## config.mk

```make
export PLATFORM = sky130hd
export DESIGN_NAME = data_mem_loader
export DESIGN_NICKNAME = d
export VERILOG_FILES = /design/src/rtl/data_mem_loader.sv
export SDC_FILE = /design/constraint.sdc
export NUM_CORES = 1
export LEC_CHECK = 0
export ABC_CLOCK_PERIOD_IN_PS = 3200
export CAP_MARGIN = 20
export CORE_MARGIN = 4
export CORE_UTILIZATION = 39
export DETAILED_ROUTE_END_ITERATION = 7
export PLACE_DENSITY = 0.79
export RECOVER_POWER = 100
export SLEW_MARGIN = 40
export SYNTH_ARGS = -nofsm -noshare
export SYNTH_HDL_FRONTEND = slang
export SYNTH_SLANG_ARGS = --single-unit
export TNS_END_PERCENT = 10
```

## constraint.sdc

```tcl
create_clock -name clk -period 3.2 [get_ports clk]
set_input_delay 0.8 -clock clk [delete_from_list [all_inputs] [get_ports clk]]
set_output_delay 0.8 -clock clk [all_outputs]
set_load 0.01 [all_outputs]
```

## src/rtl/data_mem_loader.sv

```systemverilog
// Streams a block of words into the data cache from the top of data memory downwards,
// holding the CPU in reset while the load runs.
module data_mem_loader #(
    parameter logic [31:0] BASE_ADDR = 32'd4092,
    parameter logic [31:0] ADDR_STEP = 32'd4
) (
    input  logic        clk,
    input  logic        reset,
    input  logic        start,
    input  logic [9:0]  count,
    input  logic        in_valid,
    input  logic [31:0] in_data,
    output logic        in_ready,
    output logic        mem_enable,
    output logic        mem_write_enable,
    output logic [31:0] mem_address,
    output logic [31:0] mem_input_data,
    output logic        cpu_hold,
    output logic        busy,
    output logic        done,
    output logic [9:0]  words_written,
    output logic [1:0]  state_dbg
);

    // Handshake: a word moves on the rising edge where in_valid and in_ready are both 1;
    // in_ready is high only while waiting for data, and in_valid may be held high freely.
    typedef enum logic [1:0] {
        IDLE      = 2'd0,
        WAIT_DATA = 2'd1,
        WRITE     = 2'd2,
        DONE      = 2'd3
    } state_t;

    state_t      state_q, state_d;
    logic [31:0] addr_q, addr_d;
    logic [31:0] data_q, data_d;
    logic [9:0]  count_q, count_d;
    logic [9:0]  words_q, words_d;
    logic [9:0]  words_inc;

    assign words_inc = words_q + 10'd1;

    always_comb begin
        state_d = state_q;
        addr_d  = addr_q;
        data_d  = data_q;
        count_d = count_q;
        words_d = words_q;
        case (state_q)
            IDLE: begin
                if (start) begin
                    if (count != 10'd0) begin
                        count_d = count;
                        addr_d  = BASE_ADDR;
                        words_d = 10'd0;
                        state_d = WAIT_DATA;
                    end else begin
                        state_d = DONE;
                    end
                end
            end
            WAIT_DATA: begin
                if (in_valid) begin
                    data_d  = in_data;
                    state_d = WRITE;
                end
            end
            WRITE: begin
                addr_d  = addr_q - ADDR_STEP;
                words_d = words_inc;
                state_d = (words_inc == count_q) ? DONE : WAIT_DATA;
            end
            DONE: begin
                state_d = IDLE;
            end
            default: begin
                state_d = IDLE;
            end
        endcase
    end

    always_ff @(posedge clk or posedge reset) begin
        if (reset) begin
            state_q <= IDLE;
            addr_q  <= BASE_ADDR;
            data_q  <= 32'd0;
            count_q <= 10'd0;
            words_q <= 10'd0;
        end else begin
            state_q <= state_d;
            addr_q  <= addr_d;
            data_q  <= data_d;
            count_q <= count_d;
            words_q <= words_d;
        end
    end

    // Every control output is a pure decode of the state flop, so none can glitch on inputs.
    assign in_ready         = (state_q == WAIT_DATA);
    assign mem_enable       = (state_q == WRITE);
    assign mem_write_enable = (state_q == WRITE);
    assign busy             = (state_q != IDLE);
    assign cpu_hold         = (state_q != IDLE);
    assign done             = (state_q == DONE);
    assign mem_address      = addr_q;
    assign mem_input_data   = data_q;
    assign words_written    = words_q;
    assign state_dbg        = state_q;

endmodule

```

# == Word level (Yosys, flattened, before mapping) ==
# Cells that the tools add are included.
# classes
n_addsub,2
eq_ne,7
mux,11
reduce_logical,8
# op_table
cell,n
two-way mux 32 bit,2
one-hot mux 32 bit (2 select lines),1
subtractor 32 x 3 -> 32 bit (second input constant),1
two-way mux 10 bit,2
one-hot mux 10 bit (2 select lines),1
adder 10 x 1 -> 10 bit (second input constant),1
== test 10 bit,1
nonzero test 10 bit,1
two-way mux 2 bit,4
one-hot mux 2 bit (4 select lines),1
inequality test 2 bit (second input constant),3
AND reduction 3 bit,2
== test 2 bit (second input constant),2
AND reduction 2 bit,2
nonzero test 2 bit,2
== test 2 x 1 -> 1 bit (second input constant),1
logical NOT 2 bit,1
# word_totals
ff_bits,86
input_bits,46

# == Depth between registers and ports, before layout ==
# Gate-level depths: netlist of the first run.
# logic_depth
ltp_word,4
ltp_mapped,7
ltp_nobuf,7

# == Least setup slack after synthesis of the first run ==
# OpenSTA, ideal clock, no wires.
# synth_path
path_kind,input port to flip-flop
startpoint,input port count[0]
endpoint,register count_q[1]
setup_time_ps,125
t_arrival_ps,2431
required_time_ps,3075
path_slack_ps,644
stages,6
cell_sequence,or4_1 o31ai_4 or2_1 buf_6 buf_12 mux2_4
# synth_via
elab_chain_len,2
# synth_lines
element,line,text
from (decl),10,"input logic [9:0] count,"
nonzero test 10 bit,52,if (count != 10'd0) begin
AND reduction 3 bit (no line),n/a,
to (signal assigned),93,count_q <= count_d;
to (decl),37,"logic [9:0] count_q, count_d;"
# Every way passes these cells.
# A chain may end at the register's enable or synchronous reset.

# == Worst setup path after layout of the first run ==
# layout_path
startpoint,input port count[7]
endpoint,register count_q[7]
# layout_via
elab_chain_len,2
# layout_lines
element,line
nonzero test 10 bit,52
AND reduction 3 bit (no line),n/a
# Parallel ways exist; a longest one is shown, timed or not.

==> out/results.tsv, run 1 <==
stage	metric	value	unit
floorplan	die_h	111	um
power	vdd_drop_max	0.385	mV
floorplan	fp-row-count	37	
power	powerDensity	701	nW/um^2
global_route	use_met3	5.02	%
floorplan	dieArea	12300	sq um
timing	max-slew-margin-rel	-16.9	%
floorplan	die-width	111	um
timing	worstMarginPinSlew	1.74	ns
timing	whs	0.504	ns
finish	final_core_util	55.0	%
drt	dr_total_vias	3212	
timing	finalSetupTns	0	ns
floorplan	core_area	10300	sq um
timing	final.period_utilization	89.2	%
drt	routed_wl	9.95	mm
global_route	grt.overflow.total	0	
timing	period_minus_slack	2.85	ns
yosys	ys_types	56	
global_route	antenna_found_initial	0	
yosys	synthMuxAreaShare	12.1	%
global_route	grt_max_degree	49	
worst_setup_path	critPathTopFamily	simple AND/OR/NAND/NOR gates	
timing	rsz0062_at_grt	no	
placement	dp_hpwl	7.41	mm
placement	place_ws	0.152	ns
yosys	syn-cell-area	4120	sq um
finish	finalNonFillerCells	634	
flow_run	cap_violations	1	
clocking	clock_path_buffers	2	
worst_setup_path	cp.arrival	3.09	ns
yosys	synth_compound_area_share	7.54	%
timing	slew_viol_final	37	
finish	n_antenna_cell	0	
worst_hold_path	hp-class	flop to flop	
drt	dr.pass1.iters	4	
status	violations	capacitance limit, slew limit	
yosys	synth_top_family_by_area	simple AND/OR/NAND/NOR gates	
global_route	grt_util_met1	20.2	%
yosys	synth_area_leaders	dfrtp_1 (45%), mux2_2 (11%), dfstp_2 (6.4%)	
clocking	cts_buffers	9	
yosys	yosysTopAreaCellShare	45.0	%
finish	syn_to_final_growth	37.8	%
global_route	first_global_vias	3319	
yosys	syn_area_per_cell	11.2	sq um
yosys	async_flop_share	100	%
clocking	ctsResizeCount	0	
worst_setup_path	worst-setup-path-type	input port to flop	
timing	max_freq	350	MHz
global_route	top_usage_layer	met2	
power	power	3.98	mW
placement	gp_congestion	0.865	
clocking	insertion_delay	0.35	ns
floorplan	io_pins	128	
clocking	clk_pin_slew	0.08	ns
global_route	grt_first_pass_wirelength	16.4	mm
yosys	yosysWarnings	0	
status	status	finished with violations	
drt	wl_per_cell	15.7	um
worst_setup_path	crit_path_top_delay_cell	or4_4	
drt	initialDrtViolationCount	59	
yosys	synth_edf_count	0	
yosys	yosys.area_share.simple	16.4	%
timing	setup_viol	0	
worst_setup_path	cp_cell_sequence	clkdlybuf4s50_1 -> or4_4 -> o31ai_1 -> or2_1 -> mux2_2	
yosys	synth_area_leader_cell	dfrtp_1	
yosys	synth_seq_cells	84	
worst_setup_path	worst_ep_required_time	3.44	ns
timing	hold_viol	0	
clocking	cts_hold_buffers	0	
yosys	synth-xor-area-share	7.87	%
finish	drive_gt1_share	16.3	%
clocking	postCtsSetupRepairBufs	0	
global_route	grtUsageMet2	25.8	%
power	p_leak	2.40	nW
clocking	h-tree-depth	3	
drt	drc_errors	0	
yosys	syn_inst	367	
clocking	cts_tree	built	
drt	ant_nets	0	
clocking	numClockSinks	84	
placement	dp_cells	618	
global_route	track_usage	16.2	%
worst_setup_path	crit_path_start_kind	input port	
timing	final_critical_path_setup_slack	0.346	ns
placement	place_area	5470	sq um
drt	avgViaCountPerCell	5.07	
placement	io_buffers	125	
yosys	synthFlopType	dfrtp_1	
floorplan	start_util	39.9	%
clocking	clk_root_buffer_cell	clkbuf_8	
worst_setup_path	crit_path_max_fanout	10	
worst_setup_path	worst-path-buf-inv	1	
timing	skew	0.00767	ns
yosys	seq_area_frac_synth	51.4	%
worst_setup_path	rrSetupSlack	0.87	ns
finish	nNetsFinal	541	
yosys	synth_adder_area_share	0.608	%
worst_setup_path	critPathCaptureType	flop	
finish	stdcell_area	5670	sq um
worst_setup_path	cpPeakStageDelay	0.54	ns
## per-layer routing
metal  wire (um)  share of wire, %
met1        4350                44
met2        4590                46
met3         756               7.6
met4         248               2.5
met5           0                 0
## cell families after synthesis
group	Yosys count
and+or+nand+nor	135
DFF	84
muxes	44
AOI/OAI and AO/OA	39
xor gates and xnor gates	37
buffers and inverters	25
adders and majority gates	2
other	1
## final cells by class
class	count	area, sq um
inverters	6	23.8
multi-input cells	259	1830
clock inverters	4	72.6
repair buffers	133	1320
flip-flops and latches	84	2110
clock buffers	12	145
well taps	136	170
fillers	874	4650
## state kept, by name, indices dropped and copies added (netlist names)
signal and cells:
mem_input_data 32, state_dbg 2, count_q 10, words_written 10, mem_address 30
## Yosys cell counts, drive strengths merged, types with 2 or more instances
master,n
xnor2,12
inv,6
buf,17
o41ai,2
clkbuf,2
o21a,2
and3,2
a21oi,4
nand4b,2
nand4,2
xor2,25
mux2,42
nand2,31
o21ai,15
nor2b,2
a2111oi,2
or3,5
dfstp,10
nor2,42
or2,2
nand3b,3
nor3,10
nand3,15
o31ai,3
nand2b,5
nor4,6
or4,5
ha,2
o32ai,2
mux2i,2
dfrtp,74
## final timing paths
kind	cells after the start	startpoint	end
setup / recovery	5	count[7]	count_q[7]
hold / removal	1	mem_input_data[24]	mem_input_data[24]
setup reg to reg	7	words_written[0]	state_dbg[1]
hold reg to reg	1	mem_input_data[24]	mem_input_data[24]
max in group asynchronous	3	reset	mem_address[2]
min in group asynchronous	2	reset	mem_input_data[0]
## power by group
part           internal [mW]  leakage, nW  switching (mW)  total [mW]
registers               1.39         1.04           0.242        1.63
clock network          0.461        0.107           0.378       0.839
logic                  0.835         1.25           0.673        1.51
total                   2.68         2.40            1.29        3.98
## cell usage in the layout, fill, tap and decap left out, drive strengths merged, types with 6 or more instances in the layout
cell type | netlist | layout
buf | 17 | 7
clkbuf | 2 | 13
clkdlybuf4s50 | 0 | 44
dfrtp | 74 | 74
dfstp | 10 | 10
dlygate4sd3 | 0 | 81
mux2 | 42 | 42
nand2 | 31 | 31
nand3 | 15 | 15
nor2 | 42 | 42
nor3 | 10 | 10
nor4 | 6 | 6
o21ai | 15 | 15
xnor2 | 12 | 12
xor2 | 25 | 25
Power figures use the tool's default switching activity.
==> inputs of run 2 (changes only) <==
--- a/config.mk
+++ b/config.mk
@@ -10,6 +10,7 @@
 export CORE_MARGIN = 4
 export CORE_UTILIZATION = 39
 export DETAILED_ROUTE_END_ITERATION = 7
+export GPL_ROUTABILITY_DRIVEN = 0
 export PLACE_DENSITY = 0.79
 export RECOVER_POWER = 100
 export SLEW_MARGIN = 40
==> results of run 2 <==
Final layout, timing and power as in run 1 (identical DEF).
==> inputs of run 3 (changes only) <==
--- a/config.mk
+++ b/config.mk
@@ -13,6 +13,7 @@
 export GPL_ROUTABILITY_DRIVEN = 0
 export PLACE_DENSITY = 0.79
 export RECOVER_POWER = 100
+export REMOVE_ABC_BUFFERS = 1
 export SLEW_MARGIN = 40
 export SYNTH_ARGS = -nofsm -noshare
 export SYNTH_HDL_FRONTEND = slang
==> run 3 against run 2 <==
Net effect:
- the run still ends with capacitance limit, slew limit left
- utilization hardly changed
- first-iteration DRC count up 120%
- wire length rose by 0.77%
- sequential share of layout area hardly changed
- sequential cell count stayed put
- critical path depth grew 3
- final area hardly changed
- sequential power hardly changed
- cell count rose by 0.32%
- register-to-register slack worse by 0.07 ns
- fmax rose by 0.12%
- total power is 1.6% lower
==> out/results.tsv, run 3 (synthesized netlist as in run 1, its figures left out) <==
stage	metric	value	unit	change
timing	finalSetupTns	0	ns	unchanged
worst_setup_path	worst-setup-path-type	input port to flop		
clocking	clk_root_buffer_cell	clkbuf_8		
timing	period_minus_slack	2.85	ns	-0.00355 ns
worst_setup_path	setup.worst_path.end	mem_address[30]		
floorplan	die-width	111	um	unchanged
timing	max-slew-margin-rel	-4.43	%	+12 points
power	p_leak	2.41	nW	+0.10%
floorplan	fp-row-count	37		unchanged
worst_setup_path	crit_path_start_kind	input port		
clocking	cts_buffers	9		unchanged
global_route	grt.overflow.total	0		unchanged
worst_setup_path	crit_path_max_fanout	6		-4
finish	fillers	890		+1.8%
finish	nNetsFinal	543		+0.37%
finish	stdcell_area	5680	sq um	about the same
drt	dr.pass1.iters	4		unchanged
timing	skew	0.00806	ns	+0.000393 ns
drt	ant_nets	0		unchanged
timing	final.period_utilization	89.1	%	-0.11 points
drt	initialDrtViolationCount	128		+120%
worst_setup_path	critPathCaptureType	flop		
clocking	clk_pin_slew	0.08	ns	about the same
global_route	track_usage	16.7	%	+0.41 points
global_route	first_global_vias	3439		+3.6%
clocking	cts_hold_buffers	0		unchanged
worst_setup_path	reg2reg_depth	7		unchanged
clocking	ctsResizeCount	0		unchanged
worst_hold_path	hp-class	flop to flop		
power	vdd_drop_max	0.433	mV	+12%
drt	routed_wl	10.0	mm	+0.77%
finish	final_common_cell	dlygate4sd3_1		
worst_setup_path	rrSetupSlack	0.80	ns	-0.07 ns
drt	dr_total_vias	3251		+1.2%
worst_setup_path	worst_ep_required_time	3.42	ns	-0.02 ns
clocking	insertion_delay	0.35	ns	about the same
clocking	numClockSinks	84		unchanged
flow_run	cap_violations	1		unchanged
timing	worstMarginPinSlew	1.56	ns	-0.186 ns
finish	syn_to_final_growth	37.8	%	about the same
worst_setup_path	r2r_start	mem_address[4]		
floorplan	core_area	10300	sq um	unchanged
finish	largest_reg_flops	32		unchanged
drt	avgViaCountPerCell	5.11		+0.90%
drt	drc_errors	0		unchanged
placement	dp_hpwl	7.50	mm	+1.2%
floorplan	start_util	39.9	%	unchanged
status	status	finished with violations		
clocking	h-tree-depth	3		unchanged
global_route	grt_first_pass_wirelength	16.8	mm	+2.7%
global_route	grt_max_degree	52		+6.1%
floorplan	die_h	111	um	unchanged
finish	n_antenna_cell	0		unchanged
finish	drive_gt1_share	17.0	%	+0.73 points
timing	max_freq	351	MHz	+0.12%
timing	rsz0062_at_grt	no		
floorplan	io_pins	128		unchanged
worst_setup_path	cp-startpoint	count[1]		
clocking	postCtsSetupRepairBufs	0		unchanged
placement	place_area	5490	sq um	+0.27%
clocking	clock_path_buffers	2		unchanged
worst_setup_path	r2r_end	mem_address[30]		
finish	mostFrequentLayoutCells	dlygate4sd3_1 (82), dfrtp_1 (74), clkdlybuf4s50_1 (43), nor2_1 (42), mux2_2 (41)		
worst_setup_path	cp.arrival	3.07	ns	-0.02 ns
clocking	cts_tree	built		
status	violations	capacitance limit, slew limit		
global_route	antenna_found_initial	0		unchanged
timing	hold_viol	0		unchanged
timing	setup_viol	0		unchanged
timing	whs	0.501	ns	-0.00280 ns
floorplan	dieArea	12300	sq um	unchanged
timing	slew_viol_final	34		-8.1%
power	powerDensity	690	nW/um^2	-1.6%
placement	io_buffers	125		unchanged
drt	wl_per_cell	15.8	um	+0.46%
==> run 3: how the worst min path moves through the flow <==
stage                             startpoint  slack [ns]                  to  cells after the start
after floorplan                   count_q[4]        0.50          count_q[4]                      1
after global placement     mem_input_data[8]        0.49   mem_input_data[8]                      1
after detailed placement  mem_input_data[27]        0.49  mem_input_data[27]                      1
after CTS                 mem_input_data[27]        0.51  mem_input_data[27]                      1
after global routing      mem_input_data[27]        0.52  mem_input_data[27]                      1
final                     mem_input_data[27]        0.50  mem_input_data[27]                      1
==> run 3: metrics by stage <==
| stage | util [%] | worst slack [ns] | cells | power (mW) |
|---|---|---|---|---|
| after global placement | 53.1 | 0.232 | 620 | 3.25 |
| after detailed placement | 53.1 | 0.174 | 620 | 3.30 |
| after global routing | 55.0 | 0.223 | 636 | 4.18 |
| final | 55.0 | 0.349 | 636 | 3.91 |
| after floorplan | - | 0.251 | 349 | 2.43 |
| after CTS | 55.1 | 0.431 | 636 | 4.09 |
==> run 3: layout make-up <==
class | instances | area [sq um] | share of cell area, %
Sequential cell | 84 | 2110 | 37.3
Multi-Input combinational cell | 259 | 1830 | 32.3
Inverter | 6 | 23.8 | 0.419
Clock inverter | 3 | 45.0 | 0.794
Clock buffer | 13 | 159 | 2.80
Timing Repair Buffer | 135 | 1330 | 23.4
Tap cell | 136 | 170 | 3.00
==> run 3: per-layer routing <==
metal	track usage, %	part of all wire [%]	vias to the layer above
met5	0	0	-
met4	5.75	2.0	0
met3	5.79	8.1	17
met2	28.2	49	116
met1	19.7	41	1590
li1	-	-	1528
==> run 3: critical path: stages <==
cell           delay [ns]
dlygate4sd3_1        0.57
or4_1                0.23
o31ai_4              0.09
a2111oi_2            0.77
buf_4                0.28
nand4_1              0.10
xor2_1               0.17
nor2_1               0.06
==> run 3: power breakdown <==
group | switching, mW | internal (mW)
clock | 0.373 | 0.405
sequential | 0.226 | 1.39
combinational | 0.679 | 0.844
==> RTL change (flow settings as in run 3) <==
`data_q` and `words_q` no longer have a reset.
--- a/src/rtl/data_mem_loader.sv
+++ b/src/rtl/data_mem_loader.sv
@@ -85,5 +85,3 @@
             addr_q  <= BASE_ADDR;
-            data_q  <= 32'd0;
             count_q <= 10'd0;
-            words_q <= 10'd0;
         end else begin
@@ -91,6 +89,9 @@
             addr_q  <= addr_d;
-            data_q  <= data_d;
             count_q <= count_d;
-            words_q <= words_d;
         end
+    end
+
+    always_ff @(posedge clk) begin
+        data_q  <= data_d;
+        words_q <= words_d;
     end
Behaviour: differs if reset is asserted again (counterexample within 4 cycles, from zero or initial values and one cycle with reset high); with reset held inactive, the same outputs for 10 cycles.
==> RTL change against run 3 <==
Worst setup slack lost 87 ps. Area after synthesis shrank 8.4%. Sequential cell count is the same. Routed wire length shrank 4.5%. Fmax shrank 3.0%. Design area shrank 5.9%. Via count shrank 5.4%. Die area shrank 7.8%. Critical endpoint is now count_q[0]$_DFFE_PP0P_. First-iteration DRC count shrank 21%. Combinational power shrank 37%. Total power shrank 17%.
==> RTL change: results <==
group,metric,value,unit
outcome,status,"complete, no violations",
global_routing,grt_pass1_wl,15.01,mm
synth,synth_fa_ha_area_share,0.6636,%
placed_design,place_area,5171,um^2
synth,synth_flop_cell,"edfxtp_1",
finish,drive_gt1_share,7.495,%
sta,min_period,2938,ps
placed_design,placedCellCount,580,
synth,synth_common_cells,"nand2_1 (46), edfxtp_1 (42), dfrtp_1 (32)",
placed_design,place_hpwl,7.084,mm
synth,post_synth_num_cell_types,38,
global_routing,grt_usage,16.74,%
worst_setup_path,rr_startpoint,"mem_address[13]$_DFFE_PP0P_",
power,p_sw_share,33.66,%
hold_path,hold_end,"count_q[4]$_DFFE_PP0P_",
detailed_routing,wl_per_cell,16.06,um
synth,synth_async_sr_flop_share,50.00,%
synth,synth_edf_count,42,
global_routing,grt.met1_usage,21.31,%
synth,synth_xor_area_share,6.171,%
detailed_routing,drtIter0Drc,101,
detailed_routing,num_vias,3074,
sta,worstMarginPinSlew,1061,ps
synth,synth-compound-area-share,10.98,%
finish,syn_to_final_growth,41.64,%
==> RTL change: layout make-up <==
class	instances	share of cell area, %
timing repair buffer	134	24.41
multi-input combinational	223	24.88
sequential	84	43.52
tap	129	3.022
inverter	10	0.7027
clock inverter	6	0.8901
clock buffer	10	2.577
==> RTL change: kinds of logic after synthesis <==
family          after synthesis
fa+ha+maj                     2
other cells                   1
buf+inv                      28
xor+xnor                     25
simple gates                129
flops                        84
compound gates               65
==> RTL change: tightest hold or removal path, stage by stage, from the launching register on <==
cell and delay, ps:
dfrtp_1 360, nand2_1 60, nand2_1 60
==> RTL change: power by group through the flow <==
stage | Clock (W) | Combinational (W) | Sequential, W
final | 0.000712 | 0.000964 | 0.00158
after global routing | 0.000772 | 0.00105 | 0.00161
after CTS | 0.000731 | 0.00105 | 0.00158
after detailed placement | 0 | 0.00105 | 0.00160
after global placement | 0 | 0.00102 | 0.00160
after floorplan | 0 | 0.000459 | 0.00163
